--- src/rtl/pmod_switch_debounce_if.sv ---
// Switch/LED channel bundle for pmod_switch_debounce.
// The master side drives the raw pins and the mode bits.
// The slave side (the debouncer) returns level, edge pulses and LED drive.
interface pmod_switch_debounce_if #(
   parameter int unsigned N_CH = 8
);
   logic [N_CH-1:0] sw_in;
   logic [N_CH-1:0] mode;
   logic [N_CH-1:0] state;
   logic [N_CH-1:0] rise;
   logic [N_CH-1:0] fall;
   logic [N_CH-1:0] led;

   modport master (
      output sw_in, mode,
      input  state, rise, fall, led
   );

   modport slave (
      input  sw_in, mode,
      output state, rise, fall, led
   );
endinterface

--- src/rtl/pmod_switch_debounce.sv ---
// N-channel PMOD switch front end: 2-flop sync, per-channel debounce,
// one-cycle rise/fall pulses and LED drive.
// Optional build macro PMOD_SW_TOGGLE_EN adds a per-channel toggle latch
// that drives the LED when that channel's mode bit is set.
module pmod_switch_debounce #(
   parameter int unsigned N_CH           = 8,
   parameter int unsigned CLK_HZ         = 12_000_000,
   parameter int unsigned DEBOUNCE_MS    = 10,
   parameter bit          SW_ACTIVE_LOW  = 1'b1,
   parameter bit          LED_ACTIVE_LOW = 1'b1
) (
   input logic                  clk,
   input logic                  rst_n,
   pmod_switch_debounce_if.slave bus
);

   localparam int unsigned DB_RAW = CLK_HZ / 1000 * DEBOUNCE_MS;
   localparam int unsigned DB     = (DB_RAW < 1) ? 1 : DB_RAW;
   localparam int unsigned CW     = $clog2(DB + 1);
   localparam logic [CW-1:0] CNT_LAST = CW'(DB - 1);

   localparam logic [N_CH-1:0] SW_IDLE  = {N_CH{SW_ACTIVE_LOW}};
   localparam logic [N_CH-1:0] LED_OFF  = {N_CH{LED_ACTIVE_LOW}};

   logic [N_CH-1:0] sync1_q, sync2_q;
   logic [N_CH-1:0] act;
   logic [N_CH-1:0] state_q, state_d;
   logic [N_CH-1:0] rise_q, rise_d;
   logic [N_CH-1:0] fall_q, fall_d;
   logic [CW-1:0]   cnt_q [N_CH];
   logic [CW-1:0]   cnt_d [N_CH];

   // Two-flop synchroniser; idle value is the open-switch pin level.
   always_ff @(posedge clk or negedge rst_n) begin
      if (!rst_n) begin
         sync1_q <= SW_IDLE;
         sync2_q <= SW_IDLE;
      end else begin
         sync1_q <= bus.sw_in;
         sync2_q <= sync1_q;
      end
   end

   assign act = sync2_q ^ SW_IDLE;

   // Per-channel debounce: accept a new level after DB consecutive differing cycles.
   always_comb begin
      state_d = state_q;
      rise_d  = '0;
      fall_d  = '0;
      for (int unsigned i = 0; i < N_CH; i++) begin
         cnt_d[i] = cnt_q[i];
         if (act[i] == state_q[i]) begin
            cnt_d[i] = '0;
         end else if (cnt_q[i] == CNT_LAST) begin
            state_d[i] = act[i];
            rise_d[i]  = act[i];
            fall_d[i]  = ~act[i];
            cnt_d[i]   = '0;
         end else begin
            cnt_d[i] = cnt_q[i] + 1'b1;
         end
      end
   end

   // Debounce state, counters and registered edge pulses.
   always_ff @(posedge clk or negedge rst_n) begin
      if (!rst_n) begin
         state_q <= '0;
         rise_q  <= '0;
         fall_q  <= '0;
         for (int unsigned i = 0; i < N_CH; i++) cnt_q[i] <= '0;
      end else begin
         state_q <= state_d;
         rise_q  <= rise_d;
         fall_q  <= fall_d;
         for (int unsigned i = 0; i < N_CH; i++) cnt_q[i] <= cnt_d[i];
      end
   end

   assign bus.state = state_q;
   assign bus.rise  = rise_q;
   assign bus.fall  = fall_q;

`ifdef PMOD_SW_TOGGLE_EN
   logic [N_CH-1:0] tog_q;

   // Toggle latch flips together with the accepted rise on mode-enabled channels.
   always_ff @(posedge clk or negedge rst_n) begin
      if (!rst_n) tog_q <= '0;
      else        tog_q <= tog_q ^ (rise_d & bus.mode);
   end

   assign bus.led = ((bus.mode & tog_q) | (~bus.mode & state_q)) ^ LED_OFF;
`else
   logic [N_CH-1:0] unused_mode;
   assign unused_mode = bus.mode;
   assign bus.led     = state_q ^ LED_OFF;
`endif

endmodule
--- src/flat_wrapper.sv ---
// flat-port wrapper written by rule: the top's interface ports become plain ports
module pmod_switch_debounce_flat 
#(
   parameter int unsigned N_CH           = 8,
   parameter int unsigned CLK_HZ         = 12_000_000,
   parameter int unsigned DEBOUNCE_MS    = 10,
   parameter bit          SW_ACTIVE_LOW  = 1'b1,
   parameter bit          LED_ACTIVE_LOW = 1'b1
)
  (clk, rst_n, bus_sw_in, bus_mode, bus_state, bus_rise, bus_fall, bus_led);
  pmod_switch_debounce_if #(.N_CH(N_CH)) bus_i ();
  input logic clk;
  input logic rst_n;
  input wire logic [$bits(bus_i.sw_in)-1:0] bus_sw_in;
  input wire logic [$bits(bus_i.mode)-1:0] bus_mode;
  output wire logic [$bits(bus_i.state)-1:0] bus_state;
  output wire logic [$bits(bus_i.rise)-1:0] bus_rise;
  output wire logic [$bits(bus_i.fall)-1:0] bus_fall;
  output wire logic [$bits(bus_i.led)-1:0] bus_led;
  assign bus_i.sw_in = bus_sw_in;
  assign bus_i.mode = bus_mode;
  assign bus_state = bus_i.state;
  assign bus_rise = bus_i.rise;
  assign bus_fall = bus_i.fall;
  assign bus_led = bus_i.led;
  pmod_switch_debounce #(.N_CH(N_CH), .CLK_HZ(CLK_HZ), .DEBOUNCE_MS(DEBOUNCE_MS), .SW_ACTIVE_LOW(SW_ACTIVE_LOW), .LED_ACTIVE_LOW(LED_ACTIVE_LOW)) u_core (.clk(clk), .rst_n(rst_n), .bus(bus_i));
endmodule
--- config.mk ---
export PLATFORM = sky130hd
export DESIGN_NAME = pmod_switch_debounce_flat
export DESIGN_NICKNAME = d
export VERILOG_FILES = /design/src/rtl/pmod_switch_debounce_if.sv /design/src/rtl/pmod_switch_debounce.sv /design/src/flat_wrapper.sv
export SDC_FILE = /design/constraint.sdc
export NUM_CORES = 1
export LEC_CHECK = 0
export CAP_MARGIN = 25
export CORE_ASPECT_RATIO = 0.6
export CORE_UTILIZATION = 62
export DETAILED_ROUTE_END_ITERATION = 7
export PLACE_DENSITY = 0.83
export SYNTH_ARGS = -nofsm -noshare
export SYNTH_HDL_FRONTEND = slang
export SYNTH_SLANG_ARGS = --single-unit
--- constraint.sdc ---
create_clock -name clk -period 5.2 [get_ports clk]
set_clock_uncertainty 0.15 [all_clocks]
set_input_delay 0.78 -clock clk [delete_from_list [all_inputs] [get_ports clk]]
set_output_delay 0.78 -clock clk [all_outputs]
set_load 0.05 [all_outputs]
==> results of run 1 <==
-- stage by stage --
step           total power (uW)  cells  util (%)  setup slack, ns  hold slack [ns]
2_1_floorplan              1480    790         -             3.20            0.195
3_3_place_gp               1520    984      69.7             2.70            0.196
3_5_place_dp               1530    984      69.7             2.57            0.198
4_1_cts                    2840   1016      74.8             2.46            0.208
5_1_grt                    2920   1021      75.1             2.45            0.214
6_report                   2830   1021      75.1             2.48            0.207
-- where the power goes --
part / internal, uW / total, uW / switching, uW
Combinational: 27.6 / 85.1 / 57.5
Sequential: 1400 / 1420 / 23.7
Clock: 778 / 1320 / 546
Total: 2200 / 2830 / 627
-- worst register-to-register path, stage by stage, from the launching register on --
cell and delay (ns):
dfrtp_1 0.40, ha_1 0.21, nand3_1 0.32, or2_2 0.45
o21ai_1 0.54, buf_4 0.28, a21oi_1 0.06
-- final timing paths --
path	end	slack, ns	cells past startpoint
max	bus_led[2]	2.48	2
min	u_core.sync2_q[5]	0.21	0
max reg2reg	u_core.cnt_q[100]	2.67	6
min reg2reg	u_core.sync2_q[5]	0.21	0
max in group asynchronous	u_core.sync2_q[5]	3.48	2
min in group asynchronous	u_core.cnt_q[112]	0.31	1
-- state kept, by name, indices dropped and copies added, names as in the netlist --
register	cells
u_core.bus.rise	8
u_core.bus.fall	8
u_core.sync2_q	8
u_core.sync1_q	8
u_core.cnt_q	136
u_core.bus.state	8
-- cell type report --
class | count | area [um^2]
sequential | 176 | 4420
multi-input combinational | 573 | 3440
fill | 767 | 3070
timing repair buffer | 48 | 464
clock buffer | 18 | 439
tap | 165 | 206
clock inverter | 14 | 181
inverter | 27 | 101
-- kinds of logic after synthesis --
logic type | count (synthesis) | synth area share [%]
adders and majority gates | 8 | 1.25
xor gates and xnor gates | 120 | 13.1
buffers and inverters | 41 | 2.07
AOI/OAI and AO/OA | 34 | 2.55
muxes | 3 | 0.374
DFF | 176 | 55.1
and+or+nand+nor | 408 | 25.6
-- per-layer routing --
metal / vias up / GRT usage, % / share of wire, %
li1: 2847 / - / -
met1: 2954 / 37.7 / 45
met2: 200 / 40.6 / 49
met3: 20 / 4.01 / 5.0
met4: 0 / 8.76 / 1.1
met5: - / 0 / 0
-- layout by cell type (no fill, tap or decap), types with 3 or more instances in the layout --
master,count
dfrtp_1,160
nor2_1,149
xnor2_1,93
nand3_1,47
nand2_1,45
nand4_1,44
clkdlybuf4s50_1,40
nor4_1,36
nor3_1,31
inv_1,27
xor2_1,27
clkbuf_16,17
dfstp_2,16
o21ai_0,13
and3_1,11
and4_1,8
a21oi_1,8
ha_1,8
or3_1,7
buf_4,7
nor4bb_1,5
o21ai_1,5
and2_1,4
or4_1,4
clkinvlp_4,4
inv_6,4
nand4b_1,3
o31ai_1,3
a31o_2,3
mux2i_1,3
bufinv_16,3
clkinv_4,3
==> results.cfg, run 1 <==
[worst_hold_path]
hold_start = u_core.sync1_q[5]
min_path_type = flop to flop

[pwr]
power_density_mw_per_mm2 = 305
leakagePower_uw = 0.00362
ir_drop_v = 0.000188

[synthesis]
yosys_warnings = 0
syn_inst = 790
async_flop_share_pct = 100
yosysUniqueCellTypes = 41
synth_area_leaders = dfrtp_1, xnor2_1, nor2_1
postSynthAreaPerCell_um2 = 10.2
synth_common_cells = dfrtp_1, nor2_1, xnor2_1
syn_nets = 816
synth_ff_type = dfrtp_1
synth_most_common_cell = dfrtp_1
syn-cell-area_mm2 = 0.00803
synth_top_area_share_pct = 49.8
post-synth-top-area-cell = dfrtp_1
ys_seq_area_share_pct = 55.1
synth_edf_count = 0
yosys_register_bits = 176

[floorplan]
rows = 31
ios = 50
die_x_um = 149
dieArea_mm2 = 0.0134
core_mm2 = 0.0123
chipHeight_um = 90.2
start_util_pct = 65.1

[clocking]
clk_pin_slew_ns = 0.07
cts_buffers = 17
cts_max_level = 4
cts_root_buf = clkbuf_16
cts_resized = 0
cts_setup_buffers = 0
clockBufferDepth = 2
cts_sinks = 176
cts_hold_buf = 0
clkLatencyLatePin_ns = 0.42
tritoncts = yes

[critical_path]
critPathLaunchType = flop
worstPathCellList = inv_1, clkdlybuf4s50_1
cp.arrival_ns = 1.79
critical_path.startpoint = u_core.bus.state[2]
cp_max_fo = 6
cpPeakStageDelay_ns = 0.82
path_buf_inv = 2
critPathCaptureType = output port
critPathKind = flop to output port
cp.required_ns = 4.27
reg2reg_from = u_core.cnt_q[85]
crit_slowest_cell = clkdlybuf4s50_1
crit_family = buffers and inverters

[route]
drcViolationCount = 0
routedWlPerCell_um = 16.4
antenna_left = 0
drt_iter0_drc = 436
routed_wl_um = 16700
vias_per_cell = 5.90
vias = 6021
drt_pass1_iterations = 5

[timing]
slew_violations = 0
hold_viol_final = 0
setup_tns_ns = 0
fin_crit_sh_pct = 52.4
fin_crit_ns = 2.72
max_freq_mhz = 367
rsz0062_at_grt = no
tightest_slew_ns = 0.873
setup_viol = 0
max_slew_margin_pct = 41.8

[placed_design]
port_buffers = 41
dp_hpwl_um = 10500
placed_area_mm2 = 0.00860
gp_congestion = 0.919

[final_layout]
finalNetCount = 869
drive_above_1_share_pct = 7.71
area_growth_syn_to_layout_pct = 15.3
diodes = 0
fin_area_mm2 = 0.00926

[global_route]
antenna_found_initial = 0
grt_max_degree = 102
overflow = 0
grt_pass1_wl_um = 28000
grt_pass1_vias = 5861
track_usage_pct = 26.1

[run]
max-cap-violations = 0

[run_status]
status = finished clean
(Power assumes the default switching activity.)
==> inputs of run 2 (changes only) <==
--- a/config.mk
+++ b/config.mk
@@ -7,9 +7,9 @@
 export LEC_CHECK = 0
 export CAP_MARGIN = 25
 export CORE_ASPECT_RATIO = 0.6
-export CORE_UTILIZATION = 62
+export CORE_UTILIZATION = 59
 export DETAILED_ROUTE_END_ITERATION = 7
-export PLACE_DENSITY = 0.83
+export PLACE_DENSITY = 0.79
 export SYNTH_ARGS = -nofsm -noshare
 export SYNTH_HDL_FRONTEND = slang
 export SYNTH_SLANG_ARGS = --single-unit
==> constraint.sdc (replaced) <==
create_clock -name clk -period 2.7 [get_ports clk]
set_clock_uncertainty 0.15 [all_clocks]
set_input_delay 0.405 -clock clk [delete_from_list [all_inputs] [get_ports clk]]
set_output_delay 0.405 -clock clk [all_outputs]
set_load 0.05 [all_outputs]
==> run 2 against run 1 <==
  * The flow now finishes with violations (design-rule violations)
  * Sequential share of layout area about the same
  * Setup slack worse by 2.1 ns
  * Core utilization down 4.2 points
  * Die area up 5.0%
  * Cell count up 0.78%
  * Critical path type unchanged
==> results.cfg, run 2 (same netlist as run 1, synthesis figures left out) <==
[run_status]
status = complete, but fails checks
violations = design-rule violations

[route]
vias_per_cell = 5.76
routed_wl_um = 15600
antenna_left = 0
drt_iter0_drc = 394
drcViolationCount = 2
routedWlPerCell_um = 15.2
drt_pass1_iterations = 8
vias = 5932

[timing]
tightest_slew_ns = 0.617
slew_violations = 0
hold_viol_final = 0
fin_crit_ns = 2.31
rsz0062_at_grt = no
setup_viol = 0
max_freq_mhz = 433
setup_slack_ns = 0.389
setup_tns_ns = 0
max_slew_margin_pct = 58.5
fin_crit_sh_pct = 85.6

[final_layout]
diodes = 0
fin_cells = 1029
finalNetCount = 872
final_common_cell = dfrtp_1
area_growth_syn_to_layout_pct = 15.2
largest_reg_flops = 136
regMostFlops = u_core.cnt_q
final_cell_mix = dfrtp_1, nor2_1, xnor2_1
drive_above_1_share_pct = 7.80

[global_route]
grt_pass1_vias = 5846
track_usage_pct = 24.3
overflow = 0
antenna_found_initial = 0
grt_pass1_wl_um = 27400
grt_max_degree = 57

[clocking]
tritoncts = yes
clkLatencyLatePin_ns = 0.42
clk_pin_slew_ns = 0.06
cts_hold_buf = 1
clockBufferDepth = 2
cts_max_level = 4
cts_sinks = 176
cts_root_buf = clkbuf_16
cts_buffers = 17
cts_resized = 0
cts_setup_buffers = 0

[placed_design]
place_ws_ns = 0.545
dp_hpwl_um = 10400
gp_congestion = 0.845
port_buffers = 41
place_inst = 996

[critical_path]
reg2reg_to = u_core.cnt_q[86]
critPathKind = flop to output port
cp.required_ns = 2.14
cp_max_fo = 5
critPathLaunchType = flop
rrSetupSlack_ns = 0.49
cp.arrival_ns = 1.76
reg2reg_from = u_core.cnt_q[85]
reg2reg_depth = 5
critPathCaptureType = output port

[worst_hold_path]
min_path_type = flop to flop
whs_path_depth = 0
min_to = u_core.sync2_q[7]
hold_start = u_core.sync1_q[7]

[floorplan]
rows = 32
start_util_pct = 61.6
core_mm2 = 0.0131
dieArea_mm2 = 0.0141
ios = 50
chipHeight_um = 92.4
die_x_um = 153

[pwr]
ir_drop_v = 0.000410
leakagePower_uw = 0.00363
power_density_mw_per_mm2 = 566

[run]
max-cap-violations = 0
## run 2: report_power, final
part | internal [uW] | switching [uW] | total (uW) | leakage [uW]
clock network | 1290 | 1050 | 2330 | 0.000273
logic | 59.5 | 112 | 171 | 0.000973
registers | 2690 | 45.4 | 2730 | 0.00238
## run 2: worst max path at each step
stage,start,end,slack (ns),cells past startpoint
floorplan,u_core.cnt_q[77],u_core.cnt_q[74],0.70,5
global placement,u_core.cnt_q[77],u_core.cnt_q[72],0.59,4
detailed placement,u_core.cnt_q[77],u_core.cnt_q[73],0.54,4
CTS,u_core.bus.state[0],bus_led[0],0.38,2
global route,u_core.bus.state[0],bus_led[0],0.32,2
finish,u_core.bus.state[0],bus_led[0],0.39,2
## run 2: through the flow
step,utilization (%),instance area (um^2),power [uW],hold slack (ns)
5_1_grt,70.9,9260,5440,0.210
6_report,70.9,9260,5240,0.206
4_1_cts,70.9,9260,5300,0.206
3_3_place_gp,66.5,8690,2940,0.196
3_5_place_dp,66.5,8690,2950,0.197
2_1_floorplan,-,8030,2850,-0.0406
## run 2: area by class of cell
type | instances | area, um^2
flip-flops and latches | 176 | 4420
clock inverters | 14 | 133
well taps | 170 | 213
fillers | 937 | 3790
multi-input cells | 573 | 3440
clock buffers | 18 | 429
inverters | 27 | 101
repair buffers | 51 | 514
## run 2: worst max-delay path: stages (launching register included)
cell	delay, ns
dfrtp_1	0.43
inv_1	0.10
clkdlybuf4s50_1	0.81
## run 2: layer usage
metal / track usage [%] / share of wire, % / up-vias
li1: - / - / 2858
met1: 34.2 / 49 / 2919
met2: 38.0 / 46 / 130
met3: 4.35 / 3.8 / 25
met4: 9.18 / 1.4 / 0
met5: 0 / 0 / -
